**config.mk**
```make
export PLATFORM = sky130hd
export DESIGN_NAME = ysyx_24080006_wb
export DESIGN_NICKNAME = d
export VERILOG_FILES = /design/src/rtl/ysyx_24080006_pkg.sv /design/src/rtl/ysyx_24080006_scoreboard.sv /design/src/rtl/ysyx_24080006_wb.sv
export SDC_FILE = /design/constraint.sdc
export NUM_CORES = 1
export LEC_CHECK = 0
export BUFFER_PORTS_ARGS = -buffer_cell sky130_fd_sc_hd__buf_2
export CORE_ASPECT_RATIO = 0.7
export CORE_MARGIN = 1
export CORE_UTILIZATION = 35
export DETAILED_ROUTE_END_ITERATION = 6
export GPL_ROUTABILITY_DRIVEN = 1
export PLACE_DENSITY = 0.76
export SKIP_CTS_REPAIR_TIMING = 1
export SLEW_MARGIN = 20
export SYNTH_ARGS = -nofsm -noshare
export SYNTH_HDL_FRONTEND = slang
export SYNTH_SLANG_ARGS = --single-unit
```
**constraint.sdc**
```tcl
create_clock -name clock -period 2.4 [get_ports clock]
set_input_delay 0.12 -clock clock [delete_from_list [all_inputs] [get_ports clock]]
set_output_delay 0.12 -clock clock [all_outputs]
set_load 0.005 [all_outputs]
```
**src/rtl/ysyx_24080006_pkg.sv**
```systemverilog
// Shared types and sizes for the writeback stage: register address width,
// result-source encoding and the request record used by the arbiter mux.
package ysyx_24080006_pkg;

  localparam int REG_WIDTH  = 5;
  localparam int NUM_REGS   = 1 << REG_WIDTH;
  localparam int DATA_WIDTH = 32;

  typedef enum logic [1:0] {
    WB_NONE,
    WB_LSU,
    WB_MDU,
    WB_ALU
  } wb_src_e;

  typedef struct packed {
    logic                  valid;
    logic [REG_WIDTH-1:0]  rd;
    logic [DATA_WIDTH-1:0] data;
  } wb_req_t;

endpackage

```
**src/rtl/ysyx_24080006_scoreboard.sv**
```systemverilog
// Per-register busy scoreboard: set on issue, cleared by the register-file write
// port, and the decode stall check that honours write-through forwarding.
module ysyx_24080006_scoreboard
  import ysyx_24080006_pkg::*;
(
  input  logic                 clock,
  input  logic                 reset,
  input  logic                 issue_valid,
  input  logic [REG_WIDTH-1:0] issue_rd,
  input  logic                 reg_we,
  input  logic [REG_WIDTH-1:0] rd_addr,
  input  logic [REG_WIDTH-1:0] chk_rs1,
  input  logic [REG_WIDTH-1:0] chk_rs2,
  input  logic [REG_WIDTH-1:0] chk_rd,
  output logic                 hazard
);

  logic [NUM_REGS-1:0] busy;
  logic [NUM_REGS-1:0] busy_nxt;
  logic                rs1_hit;
  logic                rs2_hit;
  logic                waw_hit;

  // Set is applied after clear so a new producer wins over the retiring write.
  always_comb begin
    busy_nxt = busy;
    if (reg_we) busy_nxt[rd_addr] = 1'b0;
    if (issue_valid) busy_nxt[issue_rd] = 1'b1;
    busy_nxt[0] = 1'b0;
  end

  always_ff @(posedge clock or negedge reset) begin
    if (!reset) begin
      busy <= '0;
    end else begin
      busy <= busy_nxt;
    end
  end

  assign rs1_hit = busy[chk_rs1] && (chk_rs1 != '0) && !(reg_we && (rd_addr == chk_rs1));
  assign rs2_hit = busy[chk_rs2] && (chk_rs2 != '0) && !(reg_we && (rd_addr == chk_rs2));
  // The destination check is never bypassed: one in-flight writer per register.
  assign waw_hit = busy[chk_rd] && (chk_rd != '0);
  assign hazard  = rs1_hit || rs2_hit || waw_hit;

  issue_while_hazard: assert property (@(posedge clock) disable iff (!reset)
    issue_valid |-> !hazard);

endmodule

```
**src/rtl/ysyx_24080006_wb.sv**
```systemverilog
// Writeback stage: fixed-priority LSU > MDU > ALU arbiter into one registered
// write port, plus scoreboard. Perf counters built only with YSYX_24080006_WB_PERF_EN.
module ysyx_24080006_wb
  import ysyx_24080006_pkg::*;
#(
  parameter int PERF_WIDTH = 32
) (
  input  logic                  clock,
  input  logic                  reset,
  input  logic                  lsu_valid,
  output logic                  lsu_ready,
  input  logic [REG_WIDTH-1:0]  lsu_rd,
  input  logic [DATA_WIDTH-1:0] lsu_data,
  input  logic                  mdu_valid,
  output logic                  mdu_ready,
  input  logic [REG_WIDTH-1:0]  mdu_rd,
  input  logic [DATA_WIDTH-1:0] mdu_data,
  input  logic                  alu_valid,
  output logic                  alu_ready,
  input  logic [REG_WIDTH-1:0]  alu_rd,
  input  logic [DATA_WIDTH-1:0] alu_data,
  input  logic                  issue_valid,
  input  logic [REG_WIDTH-1:0]  issue_rd,
  input  logic [REG_WIDTH-1:0]  chk_rs1,
  input  logic [REG_WIDTH-1:0]  chk_rs2,
  input  logic [REG_WIDTH-1:0]  chk_rd,
  output logic                  hazard,
  output logic                  reg_we,
  output logic [REG_WIDTH-1:0]  rd_addr,
  output logic [DATA_WIDTH-1:0] rd_data,
  output logic [PERF_WIDTH-1:0] perf_conflict,
  output logic [PERF_WIDTH-1:0] perf_stall
);

  wb_req_t lsu_req;
  wb_req_t mdu_req;
  wb_req_t alu_req;
  wb_req_t win;
  wb_src_e sel;

  assign lsu_req = {lsu_valid, lsu_rd, lsu_data};
  assign mdu_req = {mdu_valid, mdu_rd, mdu_data};
  assign alu_req = {alu_valid, alu_rd, alu_data};

  always_comb begin
    sel = WB_NONE;
    win = '0;
    if (lsu_req.valid) begin
      sel = WB_LSU;
      win = lsu_req;
    end else if (mdu_req.valid) begin
      sel = WB_MDU;
      win = mdu_req;
    end else if (alu_req.valid) begin
      sel = WB_ALU;
      win = alu_req;
    end
  end

  // Idle and reset both advertise ready so sources never see a stuck handshake.
  assign lsu_ready = !reset || (sel == WB_NONE) || (sel == WB_LSU);
  assign mdu_ready = !reset || (sel == WB_NONE) || (sel == WB_MDU);
  assign alu_ready = !reset || (sel == WB_NONE) || (sel == WB_ALU);

  always_ff @(posedge clock or negedge reset) begin
    if (!reset) begin
      reg_we  <= 1'b0;
      rd_addr <= '0;
      rd_data <= '0;
    end else begin
      reg_we <= win.valid && (win.rd != '0);
      if (win.valid) begin
        rd_addr <= win.rd;
        rd_data <= win.data;
      end
    end
  end

  ysyx_24080006_scoreboard u_scoreboard (
    .clock       (clock),
    .reset       (reset),
    .issue_valid (issue_valid),
    .issue_rd    (issue_rd),
    .reg_we      (reg_we),
    .rd_addr     (rd_addr),
    .chk_rs1     (chk_rs1),
    .chk_rs2     (chk_rs2),
    .chk_rd      (chk_rd),
    .hazard      (hazard)
  );

`ifdef YSYX_24080006_WB_PERF_EN
  logic [PERF_WIDTH-1:0] conflict_q;
  logic [PERF_WIDTH-1:0] stall_q;
  logic                  multi_valid;

  assign multi_valid = (lsu_valid && mdu_valid) || (lsu_valid && alu_valid) ||
                       (mdu_valid && alu_valid);

  always_ff @(posedge clock or negedge reset) begin
    if (!reset) begin
      conflict_q <= '0;
      stall_q    <= '0;
    end else begin
      if (multi_valid) conflict_q <= conflict_q + PERF_WIDTH'(1);
      if (hazard) stall_q <= stall_q + PERF_WIDTH'(1);
    end
  end

  assign perf_conflict = conflict_q;
  assign perf_stall    = stall_q;
`else
  assign perf_conflict = {PERF_WIDTH{1'b0}};
  assign perf_stall    = {PERF_WIDTH{1'b0}};
`endif

endmodule
```
=== Word-level counts from Yosys, hierarchy flattened ===
Index checks and enable logic that the tools add are counted.

* Flip-flop bits (word level): 69
* Word-level logic and storage cells: 61
* Output and inout bits: 106
* Input bits: 137

* Bitwise operators: 3
* Order comparisons: 7
* Equality and inequality tests: 5
* Mux-type cells: 18
* Reduce and logical (&&, ||, !) cells: 24

{| class="wikitable"
|+ Operators by type and width
! cell !! count
|-
| two-way mux 38 bit || 3
|-
| two-way mux 32 bit || 2
|-
| bitwise AND 32 bit || 1
|-
| NOT 32 bit || 1
|-
| OR 32 bit || 1
|-
| < comparator 5 x 6 -> 1 bit (second input constant) || 5
|-
| nonzero test 5 bit || 4
|-
| binary-select mux 1 bit (select 5 bit) || 3
|-
| demux 1 bit (select 5 bit) || 2
|-
| == test 5 bit || 2
|-
| >= comparator 5 x 1 -> 1 bit (second input constant) || 2
|-
| logical AND 1 bit || 10
|-
| logical OR 1 bit || 6
|-
| two-way mux 2 bit || 3
|-
| two-way mux 1 bit || 5
|-
| == test 2 bit (second input constant) || 2
|-
| zero test 1 bit || 3
|-
| == test 2 x 1 -> 1 bit (second input constant) || 1
|-
| zero test 2 bit || 1
|}

=== Logic depth before layout (Yosys ltp) ===
* Word-level depth: 9
* Gate-level depth with buffers: 6
* Gate-level depth less buffers: 5

=== By module ===
From an unflattened synthesis, not the netlist that was laid out.

* Cells, all modules: 459
* Area total of the unflattened synthesis: 4740.8 sq um

{| class="wikitable"
|+ By module, submodules not included
! module !! sequential area each (sq um) !! cells an instance !! times used !! area each (sq um)
|-
| ysyx_24080006_wb || 950.9 || 252 || 1 || 2506.2
|-
| ysyx_24080006_scoreboard || 775.7 || 207 || 1 || 2234.6
|}

=== Worst setup path before layout ===
No wires, ideal clock.

* Kind: reg2out
* From: register u_scoreboard.busy[13]
* To: output port hazard
* Arrival time: 1.460 ns
* Path slack: 0.820 ns
* Data required time: 2.280 ns
* Stages on the path, launching flop included: 5
* Path buffers: 0
* Cells stage by stage: dfrtp_1 -> mux4_2 -> a211o_1 -> a211oi_1 -> o221ai_1

* Longest elaborated chain between the ends: 6
* Elaborated cells on any way between the ends: 13
* Those cells by class: mux (6); reduce/logical (7)

{| class="wikitable"
|+ Ends and longest elaborated chain
! what !! line !! source
|-
| from (decl) || ysyx_24080006_scoreboard.sv:18 || <nowiki>logic [NUM_REGS-1:0] busy;</nowiki>
|-
| from (signal assigned) || ysyx_24080006_scoreboard.sv:36 || <nowiki>busy <= busy_nxt;</nowiki>
|-
| binary-select mux 1 bit (select 5 bit) (on tied branches) || ysyx_24080006_scoreboard.sv:40, ysyx_24080006_scoreboard.sv:41 ||
|-
| two-way mux 1 bit (on tied branches) || ysyx_24080006_scoreboard.sv:40, ysyx_24080006_scoreboard.sv:41 ||
|-
| logical AND 1 bit (on tied branches) (2 in a row) || ysyx_24080006_scoreboard.sv:40, ysyx_24080006_scoreboard.sv:41 ||
|-
| logical OR 1 bit || ysyx_24080006_scoreboard.sv:44 || <nowiki>assign hazard = rs1_hit || rs2_hit || waw_hit;</nowiki>
|-
| logical OR 1 bit (*) || ysyx_24080006_scoreboard.sv:44 ||
|-
| to (decl) || ysyx_24080006_wb.sv:27 || <nowiki>output logic hazard,</nowiki>
|}

Mark *: on every way between the ends. The rest lies on a longest branch, timed or not. The select of a mux whose other input is x is not followed.

=== Worst setup path after layout ===
* From: register u_scoreboard.busy[5]
* To: output port hazard

The elaborated chain is that of the path after synthesis.

==> results.sh <==
export IMPL_finish_net_count=762
export IMPL_ctsLongestPathBuffers=2
export IMPL_ios=243
export IMPL_maxSlewViolCount=0
export IMPL_synth_edf_count=0
export IMPL_power_density_mw_per_mm2=752.7
export IMPL_syn_inst=463
export IMPL_grt_pass1_vias=3952
export IMPL_synthToLayoutAreaGrowth_pct=23.43
export IMPL_grt_usage_pct=21.33
export IMPL_finalSetupViolCount=0
export IMPL_reg2reg_from="rd_addr[0]"
export IMPL_route_detailed_drc=0
export IMPL_setup_ws_ns=0.1501
export IMPL_num_antenna_cells=0
export IMPL_drive_gt1_share_pct=35.56
export IMPL_dpl_worst_slack_ns=0.5601
export IMPL_clkTransAtPathRegs_ns=0.06
export IMPL_wl_per_cell_um=18.01
export IMPL_min_to="rd_data[4]"
export IMPL_worst_path_max_delay_cell="a2111oi_0"
export IMPL_cpLargestDelayFamily="compound AO/OA/AOI/OAI gates"
export IMPL_r2r_cells=3
export IMPL_fin_crit_ns=2.250
export IMPL_grt_use_met3_pct=6.656
export IMPL_synthSimpleGateAreaFrac_pct=7.846
export IMPL_gp_congestion=0.9203
export IMPL_dp_cells=775
export IMPL_die_w_um=137.7
export IMPL_synth_adder_area_share_pct=0
export IMPL_status="complete, no violations"
export IMPL_crit_fanout=4
export IMPL_path_cells="mux2_1 > a2111oi_0 > nor3_1 > a32oi_1 > o221ai_1 > buf_2"
export IMPL_clk_insertion_delay_late_ns=0.33
export IMPL_seq_area_frac_synth_pct=38.26
export IMPL_worst_slew_pin_slew_ns=0.5781
export IMPL_leakage_nw=2.501
export IMPL_via_per_inst=5.446
export IMPL_crit_buf_inv=1
export IMPL_routed_wl_um=14260
export IMPL_min_path_cells=3
export IMPL_grt_pass1_wl_um=21650
export IMPL_grt_overflow=0
export IMPL_reg2reg_slack_ns=0.84
export IMPL_die_h_um=97.01
export IMPL_yosysWarnings=0
export IMPL_utilization_pct=44.54
export IMPL_coreArea_mm2=0.01251
export IMPL_grt_max_degree=67
export IMPL_drtIter0Drc=326
export IMPL_max_stage_delay_ns=0.43
export IMPL_vias=4313
export IMPL_slew_headroom_pct=61.16
export IMPL_cts_tree="yes"
export IMPL_yosysUniqueCellTypes=46
export IMPL_busiest_layer="met2"
export IMPL_cp_data_arrival_time_ns=2.13
export IMPL_timing_rr_end="u_scoreboard.busy[20]"
export IMPL_synthDominantCellAreaShare_pct=38.26
export IMPL_synthMuxAreaShare_pct=13.61
export IMPL_fin_crit_sh_pct=93.75
export IMPL_start_kind="flip-flop"
export IMPL_ys_async_sr_fraction_pct=100.0
export IMPL_antenna_found_initial=0
export IMPL_max_freq_ghz=0.4445
export IMPL_initial_core_util_pct=36.08
export IMPL_worst_hold_path_type="in -> reg"
export IMPL_path_class="reg -> out"
export IMPL_io_buffer_count=178
export IMPL_yosys_top_cells_area="dfrtp_1 38%, buf_4 11%, o22ai_1 8.9%"
export IMPL_core_rowCount=34
export IMPL_die_area_mm2=0.01336
export IMPL_tns_ns=0
export IMPL_ys_seq_elements=69
export IMPL_h_tree_depth=3
export IMPL_dp_hpwl_um=10500
export IMPL_yosys_area_top_type="dfrtp_1"
export IMPL_grtUsageMet1_pct=29.73
export IMPL_synth_flop_cell="dfrtp_1"
export IMPL_synth_top_family_by_area="compound AO/OA/AOI/OAI gates"
export IMPL_rsz0062_at_grt="false"
export IMPL_ys_top_cells_by_count="70 x o21ai_0, 69 x dfrtp_1, 64 x buf_4, 64 x o22ai_1, 34 x a21oi_1"
export IMPL_syn_avg_cell_area_um2=9.747
export IMPL_cts_inserted_buffers=9
export IMPL_cts_root_buf="clkbuf_16"
export IMPL_hp_start="lsu_data[4]"
export IMPL_finalHoldViolations=0
export IMPL_setup_worst_path_end_class="primary output"
export IMPL_ant_nets=0
export IMPL_synth_most_common_cell="o21ai_0"
export IMPL_synth_area_mm2=0.004513
export IMPL_synth_compound_gate_area_share_pct=23.76
export IMPL_cap_violations=0
export IMPL_synth_xor_area_share_pct=1.747
export IMPL_grt_use_met2_pct=31.50
export IMPL_clock_skew_ns=0.01005
export IMPL_peakVddDrop_uv=373.5
export IMPL_required_ns=2.28
export IMPL_startpoint="u_scoreboard.busy[5]"
export IMPL_clkSinkCount=69
export IMPL_final_cells=792
export IMPL_drtPass1Iterations=4
sequential cells by signal, indices dropped and copies added (netlist names):
register and count:
reg_we 1, rd_data 32, u_scoreboard.busy 31, rd_addr 5
report_power, final:
part | leakage, nW | internal, mW | switching [mW]
registers | 0.788 | 1.43 | 0.295
clock network | 0.139 | 0.812 | 0.542
logic | 1.57 | 0.584 | 0.534
total | 2.50 | 2.82 | 1.37
cell type report:
cell class	count	area [um^2]
fill	1232	6937
multi-input combinational	356	2360
sequential	69	1727
timing repair buffer	187	973.4
clock buffer	10	229.0
tap	162	202.7
clock inverter	6	71.32
inverter	2	7.507
cells in the final DEF, fill, tap and decap left out, types with 5 or more instances in the layout:
cell type and instances:
buf_2 178, o21ai_0 70, dfrtp_1 69, o22ai_1 64, conb_1 64, a21oi_1 34, mux4_2 17, nand2_1 15
mux2i_1 13, nand3b_1 11, clkbuf_16 9, xor2_1 7, buf_4 7, nand3_1 5, nor2_1 5
through the flow:
stage / area (um^2) / power, mW / hold WS, ns
final: 5570 / 4.193 / 0.06515
after global routing: 5570 / 4.400 / 0.06177
after CTS: 5560 / 4.178 / -0.2176
after detailed placement: 5260 / 2.805 / 0.1474
after global placement: 5260 / 2.754 / 0.1504
after floorplan: 4750 / 2.413 / -0.1756
routing by layer:
| metal | routed length, um | up-vias |
|---|---|---|
| li1 | - | 1968 |
| met2 | 6618 | 245 |
| met4 | 282 | 0 |
| met1 | 6238 | 2068 |
| met5 | 0 | - |
| met3 | 1122 | 32 |
logic make-up after synthesis:
logic type	after synthesis
flip-flops	69
buffers and inverters	101
AO/OA/AOI/OAI	187
multiplexers	35
AND/OR/NAND/NOR	61
other	1
XOR/XNOR	9
worst max-delay path by stage:
stage	to	slack, ns	cells past startpoint
CTS	hazard	0.17	6
global route	hazard	0.06	6
global placement	hazard	0.57	7
floorplan	hazard	0.82	4
finish	hazard	0.15	6
detailed placement	hazard	0.56	6
worst register-to-register path: stages (launching register included):
cell	delay, ns
dfrtp_1	0.47
or3b_2	0.62
o21ai_0	0.22
o21ai_0	0.11
(Power assumes the default switching activity.)
